$ cat src/rtl/bip_pkg.sv
// Shared definitions for the BIP v2 control unit: opcodes, ALU codes,
// accumulator mux encodings and FSM states.
package bip_pkg;

    localparam logic [4:0] OP_HLT  = 5'b00000;
    localparam logic [4:0] OP_STO  = 5'b00001;
    localparam logic [4:0] OP_LD   = 5'b00010;
    localparam logic [4:0] OP_LDI  = 5'b00011;
    localparam logic [4:0] OP_ADD  = 5'b00100;
    localparam logic [4:0] OP_ADDI = 5'b00101;
    localparam logic [4:0] OP_SUB  = 5'b00110;
    localparam logic [4:0] OP_SUBI = 5'b00111;
    localparam logic [4:0] OP_AND  = 5'b01000;
    localparam logic [4:0] OP_ANDI = 5'b01001;
    localparam logic [4:0] OP_OR   = 5'b01010;
    localparam logic [4:0] OP_ORI  = 5'b01011;
    localparam logic [4:0] OP_XOR  = 5'b01100;
    localparam logic [4:0] OP_XORI = 5'b01101;
    localparam logic [4:0] OP_BEQ  = 5'b01110;
    localparam logic [4:0] OP_BNE  = 5'b01111;
    localparam logic [4:0] OP_JMP  = 5'b10000;

    localparam logic [2:0] ALU_ADD = 3'b000;
    localparam logic [2:0] ALU_SUB = 3'b001;
    localparam logic [2:0] ALU_AND = 3'b010;
    localparam logic [2:0] ALU_OR  = 3'b011;
    localparam logic [2:0] ALU_XOR = 3'b100;

    localparam logic [1:0] SELA_RAM  = 2'b00;
    localparam logic [1:0] SELA_OPER = 2'b01;
    localparam logic [1:0] SELA_ALU  = 2'b10;

    typedef enum logic [1:0] {
        ST_FETCH = 2'b00,
        ST_EXEC  = 2'b01,
        ST_HALT  = 2'b10
    } state_t;

    // Maps an arithmetic/logic opcode (register or immediate form) to its ALU code.
    function automatic logic [2:0] alu_op_of(input logic [4:0] opc);
        logic [2:0] r;
        case (opc)
            OP_SUB, OP_SUBI: r = ALU_SUB;
            OP_AND, OP_ANDI: r = ALU_AND;
            OP_OR,  OP_ORI:  r = ALU_OR;
            OP_XOR, OP_XORI: r = ALU_XOR;
            default:         r = ALU_ADD;
        endcase
        return r;
    endfunction

endpackage

$ cat src/rtl/bip_decoder.sv
// Combinational opcode decoder: produces datapath strobes, the illegal flag
// and the branch/halt qualifiers used by the control FSM.
module bip_decoder
    import bip_pkg::*;
#(
    parameter int NB_OPCODE = 5,
    parameter int NB_ALUOP  = 3
) (
    input  logic [NB_OPCODE-1:0] i_opcode,
    input  logic                 i_acc_zero,
    output logic [1:0]           o_sel_a,
    output logic                 o_sel_b,
    output logic                 o_wr_acc,
    output logic [NB_ALUOP-1:0]  o_op,
    output logic                 o_wr_ram,
    output logic                 o_rd_ram,
    output logic                 o_illegal,
    output logic                 o_is_branch,
    output logic                 o_take_branch,
    output logic                 o_is_halt
);

    logic [4:0] w_opc;

    assign w_opc = 5'(i_opcode);

    // Decode the opcode into strobes; anything not listed is flagged illegal.
    always_comb begin
        o_sel_a       = SELA_RAM;
        o_sel_b       = 1'b0;
        o_wr_acc      = 1'b0;
        o_op          = NB_ALUOP'(ALU_ADD);
        o_wr_ram      = 1'b0;
        o_rd_ram      = 1'b0;
        o_illegal     = 1'b0;
        o_is_branch   = 1'b0;
        o_take_branch = 1'b0;
        o_is_halt     = 1'b0;
        case (w_opc)
            OP_HLT: o_is_halt = 1'b1;
            OP_STO: o_wr_ram  = 1'b1;
            OP_LD: begin
                o_sel_a  = SELA_RAM;
                o_wr_acc = 1'b1;
                o_rd_ram = 1'b1;
            end
            OP_LDI: begin
                o_sel_a  = SELA_OPER;
                o_wr_acc = 1'b1;
            end
            OP_ADD, OP_SUB, OP_AND, OP_OR, OP_XOR: begin
                o_sel_a  = SELA_ALU;
                o_wr_acc = 1'b1;
                o_rd_ram = 1'b1;
                o_op     = NB_ALUOP'(alu_op_of(w_opc));
            end
            OP_ADDI, OP_SUBI, OP_ANDI, OP_ORI, OP_XORI: begin
                o_sel_a  = SELA_ALU;
                o_sel_b  = 1'b1;
                o_wr_acc = 1'b1;
                o_op     = NB_ALUOP'(alu_op_of(w_opc));
            end
            OP_BEQ: begin
                o_is_branch   = 1'b1;
                o_take_branch = i_acc_zero;
            end
            OP_BNE: begin
                o_is_branch   = 1'b1;
                o_take_branch = ~i_acc_zero;
            end
            OP_JMP: begin
                o_is_branch   = 1'b1;
                o_take_branch = 1'b1;
            end
            default: o_illegal = 1'b1;
        endcase
    end

endmodule

$ cat src/rtl/bip_control_v2.sv
// BIP v2 control unit: fetch/exec/halt FSM, program counter, instruction
// register and saturating retired-instruction counter.
module bip_control_v2
    import bip_pkg::*;
#(
    parameter int NB_INSTRUC = 16,
    parameter int NB_OPCODE  = 5,
    parameter int NB_OPERAND = 11,
    parameter int NB_ADDR    = 11,
    parameter int NB_ALUOP   = 3,
    parameter int NB_CNT     = 16
) (
    input  logic                  i_clk,
    input  logic                  i_rst,
    input  logic [NB_INSTRUC-1:0] i_instr,
    input  logic                  i_instr_valid,
    input  logic                  i_acc_zero,
    output logic [NB_ADDR-1:0]    o_pc,
    output logic                  o_imem_req,
    output logic [NB_OPERAND-1:0] o_operand,
    output logic [1:0]            o_SelA,
    output logic                  o_SelB,
    output logic                  o_WrAcc,
    output logic [NB_ALUOP-1:0]   o_op,
    output logic                  o_WrRam,
    output logic                  o_RdRam,
    output logic                  o_halted,
    output logic                  o_illegal,
    output logic [NB_CNT-1:0]     o_retired
);

    state_t                r_state;
    state_t                w_next_state;
    logic [NB_ADDR-1:0]    r_pc;
    logic [NB_INSTRUC-1:0] r_ir;
    logic [NB_CNT-1:0]     r_retired;

    logic [NB_OPCODE-1:0]  w_opcode;
    logic [NB_ADDR-1:0]    w_target;
    logic                  w_exec;

    logic [1:0]            w_sel_a;
    logic                  w_sel_b;
    logic                  w_wr_acc;
    logic [NB_ALUOP-1:0]   w_op;
    logic                  w_wr_ram;
    logic                  w_rd_ram;
    logic                  w_illegal;
    logic                  w_is_branch;
    logic                  w_take_branch;
    logic                  w_is_halt;

    assign w_opcode = r_ir[NB_INSTRUC-1 -: NB_OPCODE];
    assign w_target = r_ir[NB_ADDR-1:0];
    assign w_exec   = (r_state == ST_EXEC);

    bip_decoder #(
        .NB_OPCODE (NB_OPCODE),
        .NB_ALUOP  (NB_ALUOP)
    ) u_decoder (
        .i_opcode      (w_opcode),
        .i_acc_zero    (i_acc_zero),
        .o_sel_a       (w_sel_a),
        .o_sel_b       (w_sel_b),
        .o_wr_acc      (w_wr_acc),
        .o_op          (w_op),
        .o_wr_ram      (w_wr_ram),
        .o_rd_ram      (w_rd_ram),
        .o_illegal     (w_illegal),
        .o_is_branch   (w_is_branch),
        .o_take_branch (w_take_branch),
        .o_is_halt     (w_is_halt)
    );

    // State register.
    always_ff @(posedge i_clk or posedge i_rst) begin
        if (i_rst) r_state <= ST_FETCH;
        else       r_state <= w_next_state;
    end

    // Next state: wait for a valid word, execute for one cycle, HALT is absorbing.
    always_comb begin
        w_next_state = r_state;
        case (r_state)
            ST_FETCH: if (i_instr_valid) w_next_state = ST_EXEC;
            ST_EXEC:  w_next_state = w_is_halt ? ST_HALT : ST_FETCH;
            ST_HALT:  w_next_state = ST_HALT;
            default:  w_next_state = ST_FETCH;
        endcase
    end

    // Capture the fetched word when program memory presents it.
    always_ff @(posedge i_clk or posedge i_rst) begin
        if (i_rst)                                         r_ir <= '0;
        else if ((r_state == ST_FETCH) && i_instr_valid)   r_ir <= i_instr;
    end

    // Advance PC at the end of EXEC; taken branches load the target, HLT freezes it.
    always_ff @(posedge i_clk or posedge i_rst) begin
        if (i_rst) begin
            r_pc <= '0;
        end else if (w_exec && !w_is_halt) begin
            if (w_is_branch && w_take_branch) r_pc <= w_target;
            else                              r_pc <= r_pc + NB_ADDR'(1);
        end
    end

    // Count every executed instruction, sticking at all-ones.
    always_ff @(posedge i_clk or posedge i_rst) begin
        if (i_rst)                         r_retired <= '0;
        else if (w_exec && (r_retired != '1)) r_retired <= r_retired + NB_CNT'(1);
    end

    // Strobes only leave zero during EXEC; fetch request is held off while in reset.
    always_comb begin
        o_SelA     = SELA_RAM;
        o_SelB     = 1'b0;
        o_WrAcc    = 1'b0;
        o_op       = '0;
        o_WrRam    = 1'b0;
        o_RdRam    = 1'b0;
        o_illegal  = 1'b0;
        o_imem_req = (r_state == ST_FETCH) && !i_rst;
        o_halted   = (r_state == ST_HALT);
        if (w_exec) begin
            o_SelA    = w_sel_a;
            o_SelB    = w_sel_b;
            o_WrAcc   = w_wr_acc;
            o_op      = w_op;
            o_WrRam   = w_wr_ram;
            o_RdRam   = w_rd_ram;
            o_illegal = w_illegal;
        end
    end

    assign o_pc      = r_pc;
    assign o_operand = r_ir[NB_OPERAND-1:0];
    assign o_retired = r_retired;

endmodule
$ cat config.mk
export PLATFORM = sky130hd
export DESIGN_NAME = bip_control_v2
export DESIGN_NICKNAME = d
export VERILOG_FILES = /design/src/rtl/bip_pkg.sv /design/src/rtl/bip_decoder.sv /design/src/rtl/bip_control_v2.sv
export SDC_FILE = /design/constraint.sdc
export NUM_CORES = 1
export LEC_CHECK = 0
export BUFFER_PORTS_ARGS = -buffer_cell sky130_fd_sc_hd__buf_2
export CAP_MARGIN = 30
export CORE_MARGIN = 2
export CORE_UTILIZATION = 51
export CTS_BUF_LIST = sky130_fd_sc_hd__clkbuf_16
export DETAILED_ROUTE_END_ITERATION = 12
export PLACE_DENSITY = 0.89
export SLEW_MARGIN = 20
export SYNTH_ARGS = -nofsm -noshare
export SYNTH_HDL_FRONTEND = slang
export SYNTH_SLANG_ARGS = --single-unit
$ cat constraint.sdc
create_clock -name i_clk -period 2.01 [get_ports i_clk]
set_input_delay 0.3015 -clock i_clk [delete_from_list [all_inputs] [get_ports i_clk]]
set_output_delay 0.3015 -clock i_clk [all_outputs]
set_load 0.02 [all_outputs]
* Yosys cells after proc, flatten, opt, wreduce, memory -nomap -nowiden
Memory sizes are Yosys's and may differ from the RTL's.
Cells that the tools add are included.
** Word-level totals
- Bits in writable memories :: 0
- Bits in latches :: 0
- Bits of input ports :: 20
- Memories :: 2
- Memory bits (read-only) :: 96
- Bits in registers :: 45
- Output and inout bits :: 50
** Memories
- (no name shown) :: depth 16, width 3, rd ports 1, clocked after memory_dff 0, wr ports 0, RTL line bip_pkg.sv:42 : case (opc)
- (no name shown) :: depth 16, width 3, rd ports 1, clocked after memory_dff 0, wr ports 0, RTL line bip_pkg.sv:42
** Cells by class
- Shifts and indexed selects :: 0
- Muxes and demuxes :: 23
- Bitwise gates (word level) :: 1
- $add $sub $neg :: 2
- Eq/ne operators :: 20
- Div/mod/pow operators :: 0
- Magnitude comparators :: 0
- Multiply operators :: 0
- Reduce and logical (&&, ||, !) cells :: 16
** Operators by type and width (count)
- 5-bit by 4-bit == test with 1-bit output (second input constant) :: 8
- 5-bit by 3-bit == test with 1-bit output (second input constant) :: 4
- 17-bit OR reduction :: 1
- 16-bit by 1-bit adder with 16-bit output (second input constant) :: 1
- 16-bit != test (second input constant) :: 1
- 1-bit 2-to-1 mux :: 12
- 12-bit OR reduction :: 1
- 11-bit by 1-bit adder with 11-bit output (second input constant) :: 1
- 11-bit 2-to-1 mux :: 1
- 5-bit by 2-bit == test with 1-bit output (second input constant) :: 2
- 10-bit OR reduction :: 1
- 5-bit OR reduction :: 2
- 3-bit 2-to-1 mux :: 3
- 2-bit 2-to-1 mux :: 3
- 2-bit case mux with 3 select lines :: 1
- 3-bit case mux with 2 select lines :: 1
- 6-bit OR reduction :: 1
- 5-bit by 1-bit == test with 1-bit output (second input constant) :: 1
- 5-bit == test (second input constant) :: 1
- 1-bit logical AND :: 5
- 5-bit zero test :: 1
- 2-bit case mux with 2 select lines :: 1
- 1-bit case mux with 3 select lines :: 1
- 3-bit OR reduction :: 1
- 6 further kinds :: 7

* Depth between registers and ports, before layout
Gate-level depths: netlist of the first run.
- Depth in word-level cells :: 5
- Gate-level depth with buffers :: 7
- Gate-level depth less buffers :: 6

* By module
Synthesis of the first run repeated with hierarchy kept, for this count alone.
** Second synthesis, totals
- Cell total of the unflattened synthesis :: 246
- Area total of the unflattened synthesis :: 2464.9 um^2
** By module, submodules not included
- bip_control_v2 :: seq. area each 1126.1 um^2, times used 1, cells an instance 219, area each 2279.7 um^2
- bip_decoder :: seq. area each 0.0 um^2, times used 1, cells an instance 27, area each 185.2 um^2

* Worst setup path after synthesis of the first run
OpenSTA, ideal clock, no wires.
- Path kind :: reg2reg
- From :: register r_ir[13]
- To :: register r_pc[5], in the netlist o_pc[5]
- Period minus slack after synthesis :: 1.735 ns
- Data arrival time :: 1.611 ns
- Cell stages (with the launch flop) :: 7
- Slack :: 0.275 ns
- Path buffers :: 1
- Library setup time :: 0.124 ns
- Cell sequence :: dfrtp_1 buf_6 or4_4 o21ai_4 or3_1 a21oi_1 a211o_1
** Between the ends
- Longest elaborated chain between the ends :: 5
- Elaborated cells between the ends (all ways) :: 12
** RTL lines
- start, declared :: RTL line bip_control_v2.sv:35 : logic [NB_INSTRUC-1:0] r_ir;
- start signal, assigned :: RTL line bip_control_v2.sv:95 : else if ((r_state == ST_FETCH) && i_instr_valid) r_ir <= i_instr;
- 5-bit by 4-bit == test with 1-bit output or 5-bit == test (tied branches) :: RTL line bip_decoder.sv:39 : case (w_opc)
- 3-bit OR reduction (no line)
- 1-bit 2-to-1 mux :: RTL line bip_decoder.sv:39
- 1-bit logical AND :: RTL line bip_control_v2.sv:103 : if (w_is_branch && w_take_branch) r_pc <= w_target;
- 11-bit 2-to-1 mux :: RTL line bip_control_v2.sv:103
- end signal, assigned :: RTL line bip_control_v2.sv:103
- end signal, assigned :: RTL line bip_control_v2.sv:104 : else r_pc <= r_pc + NB_ADDR'(1);
- end, declared :: RTL line bip_control_v2.sv:34 : logic [NB_ADDR-1:0] r_pc;
Several ways; a longest one is shown, not always the timed one.
A chain may end at the register's enable or synchronous reset.

* Worst setup path in the final report of the first run
- From :: register r_ir[13]
- To :: output port o_illegal
** Between the ends
- Longest elaborated chain between the ends :: 4
- Elaborated cells between the ends (all ways) :: 20
** RTL lines
- 5-bit by 1-bit == test with 1-bit output (tied with other cells) :: RTL line bip_decoder.sv:39
- 17-bit OR reduction (no line) (*)
- 1-bit 2-to-1 mux (*) :: RTL line bip_decoder.sv:39
- 1-bit 2-to-1 mux (*) :: RTL line bip_control_v2.sv:125 : if (w_exec) begin
- end, declared :: RTL line bip_control_v2.sv:28 : output logic o_illegal,
Every way passes the cells marked *; elsewhere a longest branch is shown, timed or not.

==> reports/metrics.yaml, run 1 <==
outcome:
  outcome: "completed"
synth:
  syn_nets: 242
  synth_warnings: 0
  synth_most_common_cell: "dfrtp_1"
  yosysTopAreaCellShare_pct: 47.62
  avgSynthCellArea_um2: 10.75
  ys_ff_latch: 45
  yosys-top-cells-count: "dfrtp_1 (45), mux2_2 (17), nand2_1 (15)"
  synth_edf_count: 0
  synth_async_sr_flop_share_pct: 100.0
  synth_area_leaders: "dfrtp_1 (48%), mux2_2 (8.1%), mux2i_1 (3.8%)"
  synth_top_area_cell: "dfrtp_1"
  synth_cell_types: 44
  netlist_area_um2: 2365
  postSynthCellCount: 220
  ys.flop_type: "dfrtp_1"
  ys_seq_area_share_pct: 47.62
floorplanning:
  io_pins: 70
  core_um2: 4414
  die_height_um: 72.10
  dieWidth_um: 72.10
  die_area_um2: 5198
  start_util_pct: 53.57
  rows: 24
worst_setup_path:
  crit_required_ns: 1.71
  critPathMaxFanout: 8
  end_kind: "primary output"
  cp.arrival_ns: 1.66
  crit_buf_inv: 1
  path_cells: "or4_4 -> and3_2 -> buf_2"
  critPathKind: "reg2out"
  crit_slowest_cell: "or4_4"
  start_kind: "register"
  cp_top_family: "simple AND/OR/NAND/NOR gates"
  slowest_delay_ns: 0.53
clock_network:
  cts_buffers: 5
  cts_buffer_depth: 2
  clock_latency_ns: 0.28
  postCtsHoldBufs: 0
  tritoncts: "built"
  h-tree-depth: 2
  cts.sinks: 45
  clockRootBuffer: "clkbuf_16"
  clk_pin_slew_ns: 0.06
layout:
  seqCellArea_um2: 1130
  nNetsFinal: 309
  fillerInstances: 364
  multi_input_comb_area_um2: 1090
  diodes: 0
  synthToLayoutAreaGrowth_pct: 22.33
  drive_above_1_share_pct: 40.77
  fin_area_um2: 2893
job:
  cap_violations: 0
placement:
  placed_area_um2: 2703
  gp_congestion: 0.7898
  dp_hpwl_mm: 3.681
  port_buffers: 69
route:
  wirelength_mm: 4.900
  wl_per_cell_um: 14.45
  drtAntennaViolNets: 0
  first_pass_iters: 4
  num_vias: 1881
  drc: 0
  routed_via_density: 5.549
  drt_iter0_drc: 101
timing:
  min_period_ns: 1.957
  fmax_mhz: 511.0
  worst_pin_slew_ns: 0.5091
  period_share_pct: 97.36
  drv_slew: 0
  slew-limit-headroom_pct: 66.01
  hold_violations: 0
  holdWs_ns: 0.06524
  rsz0062_at_grt: "true"
  finClkSkew_ns: 0.005602
  finalSetupViolCount: 0
global_routing:
  antenna_found_initial: 0
  globalRouteMet2Util_pct: 33.94
  grt_pass1_vias: 1750
  grt_overflow: 0
  grt_max_degree: 24
  grt-busiest-layer: "met2"
  gr-usage-met1_pct: 23.22
  grt_use_met3_pct: 5.278
  grt_first_pass_wirelength_mm: 7.879
  grt.total_usage_pct: 19.44
min_path:
  hold_path.class: "in2async"
pwr:
  total_leakage_power_nw: 1.410
  irDropWorstVdd_v: 0.0007116
  power_w: 0.003578
  power_density_nw_per_um2: 1237
-- per-stage QoR --
step / TNS, ns / cells / util, % / setup WS, ns
floorplan: 0 / 220 / - / 0.2753
global placement: 0 / 329 / 61.22 / 0.2195
detailed placement: 0 / 329 / 61.22 / 0.1731
CTS: 0 / 336 / 64.88 / 0.01208
global route: -0.03630 / 339 / 65.53 / -0.03630
finish: 0 / 339 / 65.53 / 0.05300
-- placed cells by master, fill, tap and decap left out, drive strengths merged, types with 2 or more instances in the layout --
cell    synthesis  routed
buf            15      77
dfrtp          45      45
mux2           17      17
nand2          16      16
nand3          13      13
nor2           11      11
xnor2           9       9
nor3            9       9
mux2i           9       9
o21ai           8       8
inv             8       8
xor2            7       7
and3            7       7
a22oi           6       6
nand4           5       5
clkbuf          2       5
a21oi           4       4
and4            4       4
nand2b          3       3
a211o           2       2
or3             2       2
ha              2       2
nor3b           2       2
and2            2       2
-- power by group --
part	switching [W]	internal, W	total [W]
combinational	0.000719	0.000527	0.00125
sequential	0.000298	0.00115	0.00145
clock	0.000308	0.000576	0.000885
total	0.00133	0.00225	0.00358
-- logic make-up (layout without fill, tap and decap cells) --
kind of cell / Yosys count / in the layout / synth area share (%)
buffers and inverters: 25 / 92 / 6.455
DFF: 45 / 45 / 47.62
adders and majority gates: 2 / 2 / 1.058
AOI/OAI and AO/OA: 27 / 27 / 8.360
xor gates and xnor gates: 16 / 16 / 5.926
and+or+nand+nor: 79 / 79 / 18.68
muxes: 26 / 26 / 11.90
-- worst reg2reg max path, stage by stage, from the launching register on --
cell	delay [ns]
dfrtp_2	0.46
or4_4	0.53
o21ai_4	0.23
or3_1	0.15
a21oi_1	0.07
a211o_1	0.26
-- area by class of cell --
| type | count | area share, % |
|---|---|---|
| clock buffers | 5 | 4.325 |
| repair buffers | 77 | 14.45 |
| clock inverters | 2 | 1.211 |
| flip-flops and latches | 45 | 39.06 |
| multi-input cells | 150 | 37.67 |
| inverters | 8 | 1.038 |
| well taps | 52 | 2.249 |
-- routing by layer --
| metal | vias up | part of all wire (%) |
|---|---|---|
| met5 | - | 0 |
| met4 | 0 | 0.82 |
| met3 | 4 | 5.3 |
| met2 | 58 | 53 |
| met1 | 905 | 41 |
| li1 | 914 | - |
-- registers in the layout (all words and copies together), names as in the netlist --
register / cells
o_retired: 16
r_ir: 16
o_pc: 11
r_state: 2
-- worst paths after layout --
path / startpoint / endpoint / slack [ns] / cells past startpoint
hold reg to reg: o_retired[14] / o_retired[14] / 0.49 / 1
min in group i_clk: i_instr[1] / r_ir[1] / 0.25 / 2
setup reg to reg: r_ir[13] / o_pc[5] / 0.20 / 5
setup / recovery: r_ir[13] / o_illegal / 0.05 / 3
hold / removal: i_rst / o_pc[5] / 0.07 / 2
max in group asynchronous: i_rst / r_ir[12] / 1.45 / 3
-- repair_timing --
action,CTS,global route
pin swaps,0,1
setup buffers,0,3
endpoints found under the setup margin,1,3
hold endpoints to repair,0,0
gates resized for setup,1,4
(Power assumes the default switching activity.)
==> run 2, diff against run 1 <==
Settings changed: SETUP_SLACK_MARGIN set to 0.3.
==> run 2 against run 1 <==
- the run now ends with negative hold slack left
- total power grew 6.9%
- via count grew 10%
- critical endpoint is now o_pc[0]
- register-to-register slack lost 0.05 ns
==> reports/metrics.yaml, run 2 (synthesis results as in run 1) <==
timing:
  holdWs_ns: -0.01464  # was 0.06524 ns
  fin_setup_tns_ns: 0  # unchanged
  finClkSkew_ns: 0.004732  # was 0.005602 ns
  drv_slew: 0  # unchanged
  layout_setup_ws_ns: 0.1497  # was 0.05300 ns
  hold_violations: 10  # was 0
  finalSetupViolCount: 0  # unchanged
  period_share_pct: 92.55  # was 97.36%
  worst_pin_slew_ns: 0.4644  # was 0.5091 ns
  fmax_mhz: 537.5  # was 511.0 MHz
  rsz0062_at_grt: "true"  # unchanged
  slew-limit-headroom_pct: 68.85  # was 66.01%
  min_period_ns: 1.860  # was 1.957 ns
layout:
  fin_area_um2: 3162  # was 2893 um2
  synthToLayoutAreaGrowth_pct: 33.70  # was 22.33%
  final_cell_mix: "buf_2 (62), dfrtp_1 (39), buf_4 (26), mux2_2 (17), nand2_1 (14)"  # was buf_2 (69), dfrtp_1 (42), mux2_2 (17), nand2_1 (15), nand3_1 (13)
  drive_above_1_share_pct: 49.51  # was 40.77%
  final_common_cell: "buf_2"  # unchanged
  nNetsFinal: 328  # was 309
  diodes: 0  # unchanged
  stdcell_count: 359  # was 339
pwr:
  irDropWorstVdd_v: 0.0006629  # was 0.0007116 V
  total_leakage_power_nw: 1.518  # was 1.410 nW
  power_density_nw_per_um2: 1210  # was 1237 nW/um2
outcome:
  outcome: "finished with violations"  # was completed
  violations: "negative hold slack"
worst_setup_path:
  crit_required_ns: 2.18  # was 1.71 ns
  crit_slowest_cell: "or4_4"  # unchanged
  critPathMaxFanout: 7  # was 8
  cp_top_family: "compound AO/OA/AOI/OAI gates"  # was simple AND/OR/NAND/NOR gates
  slowest_delay_ns: 0.53  # about the same
  critPathKind: "reg2reg"  # was reg2out
  start_kind: "register"  # unchanged
  path_cells: "or4_4 -> buf_6 -> o21ai_4 -> a21oi_1 -> a221o_2"  # was or4_4 -> and3_2 -> buf_2
  timing.rr.start: "r_ir[14]"  # was r_ir[13]
  end_kind: "register"  # was primary output
  crit_start: "r_ir[14]"  # was r_ir[13]
  cp.arrival_ns: 2.03  # was 1.66 ns
  crit_buf_inv: 1  # unchanged
floorplanning:
  dieWidth_um: 72.10  # unchanged
  core_um2: 4414  # unchanged
  die_area_um2: 5198  # unchanged
  die_height_um: 72.10  # unchanged
  rows: 24  # unchanged
  start_util_pct: 53.57  # unchanged
  io_pins: 70  # unchanged
route:
  drtAntennaViolNets: 0  # unchanged
  drc: 0  # unchanged
  routed_via_density: 5.769  # was 5.549
  wl_per_cell_um: 16.49  # was 14.45 um
  wirelength_mm: 5.920  # was 4.900 mm
  drt_iter0_drc: 194  # was 101
  num_vias: 2071  # was 1881
  first_pass_iters: 4  # unchanged
placement:
  port_buffers: 69  # unchanged
  post-place-ws_ns: 0.1888  # was 0.1731 ns
  placed_area_um2: 2706  # was 2703 um2
  gp_congestion: 0.7805  # was 0.7898
  dp_hpwl_mm: 3.786  # was 3.681 mm
  dp_cells: 331  # was 329
global_routing:
  grt_first_pass_wirelength_mm: 9.114  # was 7.879 mm
  grt_max_degree: 16  # was 24
  grt_overflow: 0  # unchanged
  antenna_found_initial: 0  # unchanged
  grt_pass1_vias: 1900  # was 1750
  grt.total_usage_pct: 22.70  # was 19.44%
clock_network:
  cts_buffers: 5  # unchanged
  clock_latency_ns: 0.28  # about the same
  tritoncts: "built"  # unchanged
  cts_buffer_depth: 2  # unchanged
  clockRootBuffer: "clkbuf_16"  # unchanged
  clk_pin_slew_ns: 0.06  # about the same
  postCtsHoldBufs: 0  # unchanged
  h-tree-depth: 2  # unchanged
  cts.sinks: 45  # unchanged
min_path:
  hold_path.class: "in2async"  # unchanged
job:
  cap_violations: 0  # unchanged
-- run 2: what timing repair did --
item                       4_1_cts  5_1_grt
setup endpoints to repair       16       27
gates resized for setup         20       21
buffers inserted                14        4
pin swaps                        6        7
cloned                           2        0
-- run 2: where the power goes --
part           leakage (nW)  total (W)  internal [W]  switching, W
Combinational         0.897    0.00147      0.000639      0.000828
Sequential            0.539    0.00146       0.00115      0.000310
Clock                0.0826   0.000894      0.000577      0.000317
-- run 2: routing by layer --
| metal | up-vias | global-route usage [%] | wire (um) |
|---|---|---|---|
| met4 | 0 | 8.595 | 162 |
| li1 | 952 | - | - |
| met2 | 99 | 39.55 | 3113 |
| met1 | 999 | 26.86 | 2153 |
| met3 | 21 | 5.833 | 490 |
| met5 | - | 0 | 0 |
-- run 2: path summary, 6_finish.rpt --
path                            slack (ns)  cells after the start            to
worst max-delay path                  0.15                      5       o_pc[0]
min in group i_clk                    0.25                      2       r_ir[1]
worst min-delay path                 -0.01                      2       r_ir[3]
worst min register to register        0.50                      1  o_retired[4]
max in group asynchronous             1.50                      3    r_state[0]
worst max register to register        0.15                      5       o_pc[0]
-- run 2: area by class of cell --
type,count,area [um2]
Tap cell,52,65.06
Multi-Input combinational cell,152,1197
Timing Repair Buffer,94,573.1
Clock buffer,5,125.1
Clock inverter,3,37.54
Inverter,8,30.03
Fill cell,319,1252
Sequential cell,45,1134
-- run 2: stage by stage --
| step | util, % | power (W) |
|---|---|---|
| after CTS | 69.02 | 0.003711 |
| after floorplan | - | 0.002357 |
| after global placement | 61.31 | 0.002639 |
| final | 71.63 | 0.003825 |
| after global routing | 71.63 | 0.004023 |
| after detailed placement | 61.31 | 0.002699 |
==> run 3, diff against run 2 <==
--- a/config.mk
+++ b/config.mk
@@ -13,4 +13,5 @@
 export DETAILED_ROUTE_END_ITERATION = 12
 export PLACE_DENSITY = 0.89
+export REMOVE_ABC_BUFFERS = 1
 export SETUP_SLACK_MARGIN = 0.3
 export SLEW_MARGIN = 20
==> constraint.sdc (replaced) <==
create_clock -name i_clk -period 2.01 [get_ports i_clk]
set_input_delay 0.3015 -clock i_clk [delete_from_list [all_inputs] [get_ports i_clk]]
set_output_delay 0.3015 -clock i_clk [all_outputs]
set_load 0.1 [all_outputs]
==> run 3 against run 2 <==
- the run now ends clean
- critical endpoint is now o_illegal
- non-clock buffer count decreased by 1
- highest routed layer unchanged
- total power increased by 36%
- sequential power about the same
==> reports/metrics.yaml, run 3 (synthesis results as in run 1) <==
outcome:
  outcome: "completed"  # was finished with violations
route:
  drtAntennaViolNets: 0  # unchanged
  drt_iter0_drc: 199  # was 194
  wl_per_cell_um: 17.52  # was 16.49 um
  first_pass_iters: 5  # was 4
  routed_via_density: 5.866  # was 5.769
  num_vias: 2100  # was 2071
  wirelength_mm: 6.271  # was 5.920 mm
  drc: 0  # unchanged
floorplanning:
  core_um2: 4414  # unchanged
  die_height_um: 72.10  # unchanged
  rows: 24  # unchanged
  die_area_um2: 5198  # unchanged
  io_pins: 70  # unchanged
  dieWidth_um: 72.10  # unchanged
  start_util_pct: 53.57  # unchanged
worst_setup_path:
  critPathMaxFanout: 2  # was 7
  crit_required_ns: 1.71  # was 2.18 ns
  crit_slowest_cell: "or4_4"  # unchanged
  reg2reg_to: "o_pc[5]"  # was o_pc[0]
  slowest_delay_ns: 0.55  # was 0.53 ns
  crit_buf_inv: 1  # unchanged
  timing.rr.start: "r_ir[11]"  # was r_ir[14]
  path_cells: "or4_4 -> and3_4 -> buf_12"  # was or4_4 -> buf_6 -> o21ai_4 -> a21oi_1 -> a221o_2
  critPathKind: "reg2out"  # was reg2reg
  cp.arrival_ns: 1.60  # was 2.03 ns
  r2r_slack_ns: 0.15  # about the same
  worstRegToRegCells: 6  # was 5
  cp_top_family: "simple AND/OR/NAND/NOR gates"  # was compound AO/OA/AOI/OAI gates
  end_kind: "primary output"  # was register
  start_kind: "register"  # unchanged
timing:
  slew-limit-headroom_pct: 44.22  # was 68.85%
  layout_setup_ws_ns: 0.1057  # was 0.1497 ns
  holdWs_ns: 0.08627  # was -0.01464 ns
  fin_setup_tns_ns: 0  # unchanged
  hold_violations: 0  # was 10
  rsz0062_at_grt: "true"  # unchanged
  worst_pin_slew_ns: 0.8316  # was 0.4644 ns
  fmax_mhz: 525.1  # was 537.5 MHz
  finClkSkew_ns: 0.003570  # was 0.004732 ns
  period_share_pct: 94.74  # was 92.55%
  finalSetupViolCount: 0  # unchanged
  drv_slew: 0  # unchanged
  min_period_ns: 1.904  # was 1.860 ns
min_path:
  hold_path.class: "in2async"  # unchanged
placement:
  port_buffers: 69  # unchanged
  post-place-ws_ns: 0.1657  # was 0.1888 ns
  gp_congestion: 0.8065  # was 0.7805
  dp_hpwl_mm: 3.830  # was 3.786 mm
  dp_cells: 332  # was 331
clock_network:
  cts_buffer_depth: 2  # unchanged
  clock_latency_ns: 0.29  # was 0.28 ns
  clk_pin_slew_ns: 0.06  # about the same
  postCtsHoldBufs: 0  # unchanged
  cts_buffers: 5  # unchanged
  h-tree-depth: 2  # unchanged
  clockRootBuffer: "clkbuf_16"  # unchanged
  cts.sinks: 45  # unchanged
  tritoncts: "built"  # unchanged
layout:
  synthToLayoutAreaGrowth_pct: 39.15  # was 33.70%
  final_common_cell: "buf_2"  # unchanged
  stdcell_count: 358  # was 359
  drive_above_1_share_pct: 50.00  # was 49.51%
  diodes: 0  # unchanged
  nNetsFinal: 327  # was 328
  final_cell_mix: "buf_2 (58), dfrtp_1 (39), buf_4 (19), mux2_2 (17), nand2_1 (14)"  # was buf_2 (62), dfrtp_1 (39), buf_4 (26), mux2_2 (17), nand2_1 (14)
global_routing:
  grt_first_pass_wirelength_mm: 9.011  # was 9.114 mm
  grt.total_usage_pct: 22.38  # was 22.70%
  grt_overflow: 0  # unchanged
  grt_pass1_vias: 1920  # was 1900
  grt_max_degree: 25  # was 16
  antenna_found_initial: 0  # unchanged
pwr:
  total_leakage_power_nw: 1.558  # was 1.518 nW
  irDropWorstVdd_v: 0.001565  # was 0.0006629 V
  power_density_nw_per_um2: 1580  # was 1210 nW/um2
job:
  cap_violations: 0  # unchanged
[run 3: cell types whose count changed in the layout (fill, tap and decap cells not counted), sizes merged]
cell    previous run  this run
buf               94        92
bufinv             1         0
clkbuf             5         6
clkinv             2         4
inv                8         7
[run 3: how the worst max path moves through the flow]
stage / startpoint / end / slack (ns) / depth (start not counted)
after global routing: r_ir[14] / o_WrRam / 0.06 / 4
final: r_ir[11] / o_illegal / 0.11 / 3
after detailed placement: r_ir[11] / o_pc[5] / 0.17 / 5
after floorplan: r_state[1] / o_op[1] / -1.31 / 3
after CTS: r_ir[13] / o_illegal / 0.11 / 3
after global placement: r_ir[11] / o_illegal / 0.19 / 3
[run 3: worst register-to-register path: cells and delay by family (launching register included)]
kind                   cells  cell delay (ns)
AO/OA/AOI/OAI              3             0.50
buffers and inverters      1             0.15
flip-flops                 1             0.40
AND/OR/NAND/NOR            2             0.69
[run 3: per-layer routing]
layer	track usage, %	vias up	wire length [um]
li1	-	949	-
met1	25.73	1015	2323
met2	39.04	109	3247
met3	8.056	27	473
met4	6.709	0	227
met5	0	-	0
[run 3: where the power goes]
| part | internal, W | total, W | leakage [nW] | switching (W) |
|---|---|---|---|---|
| Clock | 0.000450 | 0.000784 | 0.0687 | 0.000334 |
| Sequential | 0.00115 | 0.00146 | 0.538 | 0.000307 |
| Combinational | 0.000670 | 0.00296 | 0.951 | 0.00229 |
[run 3: metrics by stage]
step                utilization (%)  power [W]  instance area (um2)
floorplan                         -   0.003659                 2242
global placement              64.51   0.004141                 2848
detailed placement            64.51   0.004206                 2848
CTS                           70.44   0.005073                 3109
global route                  74.55   0.005391                 3291
finish                        74.55   0.005201                 3291
[run 3: final cells by class]
type	count	area [um2]
clock buffer	5	125.1
inverter	8	30.03
fill	304	1124
timing repair buffer	93	696.9
sequential	45	1134
multi-input combinational	152	1227
tap	52	65.06
clock inverter	3	12.51
[run 3: timing repair]
| action | 4_1_cts | 5_1_grt |
|---|---|---|
| pin swaps | 6 | 13 |
| endpoints found under the setup margin | 15 | 31 |
| gates resized for setup | 17 | 33 |
| hold endpoints to repair | 0 | 0 |
| setup buffers | 6 | 9 |
| cloned | 3 | 0 |
